`src/rtl/fetch_stage_pkg.sv`:
```
// fetch_stage_pkg: shared fetch-to-decode bus widths, reset PC and branch bundle layout
package fetch_stage_pkg;
  localparam int FS2DS_BUS_LEN = 65;
  localparam int BR_ZIP_LEN = 33;
  localparam logic [31:0] RESET_PC = 32'h1bff_fffc;
  typedef struct packed {
    logic        taken;
    logic [31:0] target;
  } br_zip_t;
endpackage

```
`src/rtl/fetch_stage.sv`:
```
// fetch_stage: IF stage with nextpc select, one-entry inst buffer and optional FS_ADEF_EN misalignment fault
module fetch_stage
  import fetch_stage_pkg::*;
(
  input  logic                     clk,
  input  logic                     reset,
  input  logic                     ds_allowin,
  output logic                     fs2ds_valid,
  output logic [FS2DS_BUS_LEN-1:0] fs2ds_bus,
  input  logic [BR_ZIP_LEN-1:0]    br_zip,
  input  logic                     wb_ex,
  input  logic                     ertn_flush,
  input  logic [31:0]              ex_entry,
  input  logic [31:0]              ertn_era,
  output logic                     inst_sram_en,
  output logic [3:0]               inst_sram_we,
  output logic [31:0]              inst_sram_addr,
  output logic [31:0]              inst_sram_wdata,
  input  logic [31:0]              inst_sram_rdata
);
  br_zip_t br;
  logic flush, fs_allowin, req, misalign, fs_adef, handshake, latch;
  logic [31:0] nextpc, fs_inst;
  logic fs_valid_q, fs_valid_d, buf_valid_q, buf_valid_d, fresh_q, fresh_d;
  logic [31:0] fs_pc_q, fs_pc_d, inst_buf_q, inst_buf_d;
  assign br = br_zip;
  always_comb begin
    flush = wb_ex | ertn_flush | br.taken;
    fs_allowin = ~fs_valid_q | ds_allowin | flush;
    nextpc = wb_ex ? ex_entry : ertn_flush ? ertn_era : br.taken ? br.target : fs_pc_q + 32'd4;
    req = fs_allowin & ~reset;
`ifdef FS_ADEF_EN
    misalign = |nextpc[1:0];
    fs_adef = |fs_pc_q[1:0];
`else
    misalign = 1'b0;
    fs_adef = 1'b0;
`endif
    inst_sram_en = req & ~misalign;
    inst_sram_we = 4'b0;
    inst_sram_addr = nextpc;
    inst_sram_wdata = 32'b0;
    fs2ds_valid = fs_valid_q & ~flush;
    handshake = fs2ds_valid & ds_allowin;
    fs_inst = fs_adef ? 32'h0 : buf_valid_q ? inst_buf_q : inst_sram_rdata;
    fs2ds_bus = {fs_adef, fs_pc_q, fs_inst};
    latch = fs_valid_q & fresh_q & ~ds_allowin & ~flush;
    fs_valid_d = req ? 1'b1 : (handshake | flush) ? 1'b0 : fs_valid_q;
    fs_pc_d = req ? nextpc : fs_pc_q;
    buf_valid_d = (handshake | flush) ? 1'b0 : latch ? 1'b1 : buf_valid_q;
    inst_buf_d = latch ? inst_sram_rdata : inst_buf_q;
    fresh_d = inst_sram_en;
  end
  always_ff @(posedge clk) begin
    if (reset) begin
      fs_valid_q <= 1'b0;
      buf_valid_q <= 1'b0;
      fresh_q <= 1'b0;
      fs_pc_q <= RESET_PC;
      inst_buf_q <= 32'h0;
    end else begin
      fs_valid_q <= fs_valid_d;
      buf_valid_q <= buf_valid_d;
      fresh_q <= fresh_d;
      fs_pc_q <= fs_pc_d;
      inst_buf_q <= inst_buf_d;
    end
  end
endmodule
```
`config.mk`:
```
export PLATFORM = sky130hd
export DESIGN_NAME = fetch_stage
export DESIGN_NICKNAME = d
export VERILOG_FILES = /design/src/rtl/fetch_stage_pkg.sv /design/src/rtl/fetch_stage.sv
export SDC_FILE = /design/constraint.sdc
export NUM_CORES = 1
export LEC_CHECK = 0
export BUFFER_PORTS_ARGS = -buffer_cell sky130_fd_sc_hd__buf_4
export CAP_MARGIN = 10
export CORE_AREA = 2 2 106 108
export CTS_BUF_LIST = sky130_fd_sc_hd__clkbuf_2
export DETAILED_ROUTE_END_ITERATION = 16
export DIE_AREA = 0 0 108 110
export PLACE_DENSITY = 0.82
export SLEW_MARGIN = 25
export SYNTH_ARGS = -nofsm -noshare
export SYNTH_HDL_FRONTEND = slang
export SYNTH_SLANG_ARGS = --single-unit
```
`constraint.sdc`:
```
create_clock -name clk -period 5.1 [get_ports clk]
set_clock_uncertainty 0.1 [all_clocks]
set_input_delay 0.255 -clock clk [delete_from_list [all_inputs] [get_ports clk]]
set_output_delay 0.255 -clock clk [all_outputs]
set_load 0.02 [all_outputs]
```
==> summary.txt <==
Route
  – Routed wire length: 17.7 mm
  – Iter 0 DRT Violations: 398
  – Routed Antenna Nets: 0
  – DR vias/cell: 5.47
  – Residual DRC count: 0
  – DRT Pass-1 Iters: 5
  – Via count: 5723
  – Wirelength per Cell: 16.9 µm

Logic synthesis
  – Post-Syn Instances: 652
  – Ys flop type: dfxtp_1
  – FFs w/ async S/R, synth: 0%
  – Synth Cell Area: 4900 µm²
  – Flops & latches, synth: 67
  – Mean Syn Cell Area: 7.52 µm²
  – Post-synthesis sequential area ratio: 27.3%
  – Number of synthesized flops with an enable pin: 0
  – Synth warn: 0
  – Netlist cell types: 68

Power and ir drop
  – Total Power: 1.50 mW
  – Pwr per Cell Area: 210 nW/µm²
  – Leak: 3.07 nW
  – Maximum vdd drop: 0.121 mV

Critical path
  – Critical path class: register to primary output
  – RR Startpoint: fs_valid_q
  – Worst endpoint required time: 4.74 ns
  – Worst setup EP type: primary output
  – Startpoint Class: register
  – Max FO, Critical Path: 7
  – Crit path DAT: 2.92 ns
  – Crit path launch: fs_pc_q[2]

Clock network
  – Worst-Skew Late Latency: 0.52 ns
  – CTS H-Tree Depth: 3
  – Num CTS Buffers: 9
  – Clk sink count: 67
  – TritonCTS clock tree: built
  – Clock transition at path regs: 0.24 ns
  – Clk buf depth: 2
  – Clock root buffer: clkbuf_2

Timing
  – Setup violations, final: 0
  – Setup TNS: 0 ns
  – Relative slew slack: 35.7%
  – Slew @ Worst Pin: 0.965 ns
  – Fin crit share: 64.2%
  – Max-slew violations: 0
  – Min Tclk post-route: 3.27 ns
  – Unrepaired setup endpoints after global routing: no
  – Fmax: 305 MHz
  – Final Hold Viols: 0

Global routing
  – GR Overflow Total: 0
  – All-Layer GR Usage: 28.6%
  – GR Layer Usage met3: 5.23%
  – Largest net degree at the start of global routing: 55
  – Met2 usage: 51.1%
  – Gr busiest metal: met2
  – Initial antenna violation count: 0
  – Met1 usage: 34.9%
  – Vias in the first global route: 5479
  – First-pass GRT wire length: 26.9 mm

Cells and area
  – Fin util: 66.9%
  – Area Growth Syn to Fin: 45.9%
  – FILL cells: 884
  – Post-layout nets: 1036
  – Commonest cells after routing, fill and taps aside: buf_4 (235), nand2_1 (123), dfxtp_1 (67), a21oi_1 (63), dlygate4sd3_1 (52)
  – Multi-input logic area: 3190 µm²
  – Register area: 1340 µm²
  – N_diodes: 0
  – Share of cells above drive strength 1: 33.0%
  – Most common cell after layout, fill and taps aside: buf_4

Floorplan
  – Initial Utilization: 45.8%
  – Die ar.: 11900 µm²
  – Site row count: 38
  – Chip width: 108 µm
  – IO Pins: 269
  – Core area: 10700 µm²
  – Die height: 110 µm

Run status
  – Run status: complete, no violations

Min path
  – Hold Path Class: primary input to register
  – HP Start: ex_entry[24]

Placed design
  – I/O Buffers: 231
  – Routability cong.: 0.907
  – HPWL after DPL: 11.9 mm

Run
  – Max Cap Viol: 0
## final cells by class
cell class	count	area share, %
Clock inverter	7	1.15
Sequential cell	67	18.7
Timing Repair Buffer	287	31.9
Multi-Input combinational cell	526	44.6
Tap cell	140	2.45
Inverter	10	0.524
Clock buffer	9	0.629
## where the power goes
| group | leakage, nW | switching [mW] | internal, mW |
|---|---|---|---|
| clock | 0.0710 | 0.229 | 0.121 |
| combinational | 2.45 | 0.306 | 0.258 |
| sequential | 0.550 | 0.0376 | 0.548 |
## registers in the layout (all words and copies together) (netlist names)
| name | count |
|---|---|
| buf_valid_q | 1 |
| fresh_q | 1 |
| fs_pc_q | 32 |
| fs_valid_q | 1 |
| inst_buf_q | 32 |
## path summary, 6_finish.rpt
path	endpoint	depth (start not counted)	slack (ns)
worst max-delay path	inst_sram_addr[28]	7	1.83
worst min-delay path	fs_pc_q[24]	3	0.04
worst min register to register	inst_buf_q[5]	2	0.37
worst max register to register	fs_pc_q[25]	7	2.26
## synthesized netlist by cell type, types with 3 or more instances
cell | n | area, µm²
o21ai_1 | 17 | 85.1
a31oi_1 | 8 | 50.1
buf_2 | 15 | 75.1
o221ai_1 | 3 | 26.3
nor2_1 | 31 | 116
clkbuf_1 | 29 | 109
dfxtp_1 | 67 | 1340
and2_1 | 8 | 50.1
nand2b_1 | 10 | 62.6
inv_1 | 9 | 33.8
and4_1 | 3 | 26.3
nand3_1 | 13 | 65.1
a31o_1 | 3 | 26.3
a21oi_1 | 63 | 315
o211ai_1 | 4 | 30.0
o22ai_1 | 7 | 43.8
a21o_1 | 3 | 22.5
a21boi_1 | 5 | 37.5
or4_1 | 5 | 37.5
nor2b_1 | 3 | 18.8
mux2i_1 | 7 | 70.1
a211oi_1 | 3 | 22.5
a221o_1 | 12 | 120
o21ai_0 | 23 | 115
mux2_2 | 33 | 372
o21bai_1 | 3 | 22.5
buf_4 | 37 | 278
nand4_1 | 12 | 75.1
a22oi_1 | 6 | 45.0
xor2_1 | 12 | 105
o31ai_1 | 4 | 30.0
nor3_1 | 7 | 35.0
buf_1 | 4 | 15.0
o21a_1 | 5 | 37.5
xnor2_1 | 11 | 96.3
nand2_1 | 124 | 465
## kinds of logic (layout without fill, tap and decap cells)
logic type | Yosys count | after routing | synth area share, %
buffers and inverters | 95 | 313 | 10.5
and+or+nand+nor | 239 | 239 | 24.4
DFF | 67 | 67 | 27.3
other | 1 | 37 | 0.0765
xor gates and xnor gates | 23 | 23 | 4.11
adders and majority gates | 1 | 1 | 0.255
muxes | 40 | 40 | 9.01
AOI/OAI and AO/OA | 186 | 186 | 24.3
## stage by stage
stage	cell area, µm²	setup slack, ns	hold WS [ns]	instances
after CTS	7150	1.85	0.000801	1046
final	7160	1.83	0.0397	1046
after global routing	7160	1.59	0.0113	1046
after detailed placement	6510	2.04	0.343	978
after global placement	6500	2.08	0.339	978
after floorplan	5040	2.63	0.271	688
## critical path, cell delays in order (launching register included)
cell,delay [ns]
dfxtp_1,0.57
ha_1,0.26
nand3_1,0.29
nor4_4,0.47
and4bb_1,0.34
xnor2_1,0.15
o221ai_1,0.13
buf_4,0.19
## what timing repair did
action / 4_1_cts / 5_1_grt
gates resized for setup: 0 / 0
endpoints found under the hold margin: 50 / 0
hold buffers: 52 / 0
buffers inserted: 0 / 0
## routing by layer
metal	share of wire, %	vias up
met5	0	-
met4	2.7	0
met3	7.4	37
met2	49	272
met1	41	2661
li1	-	2753
Power figures use the tool's default switching activity.
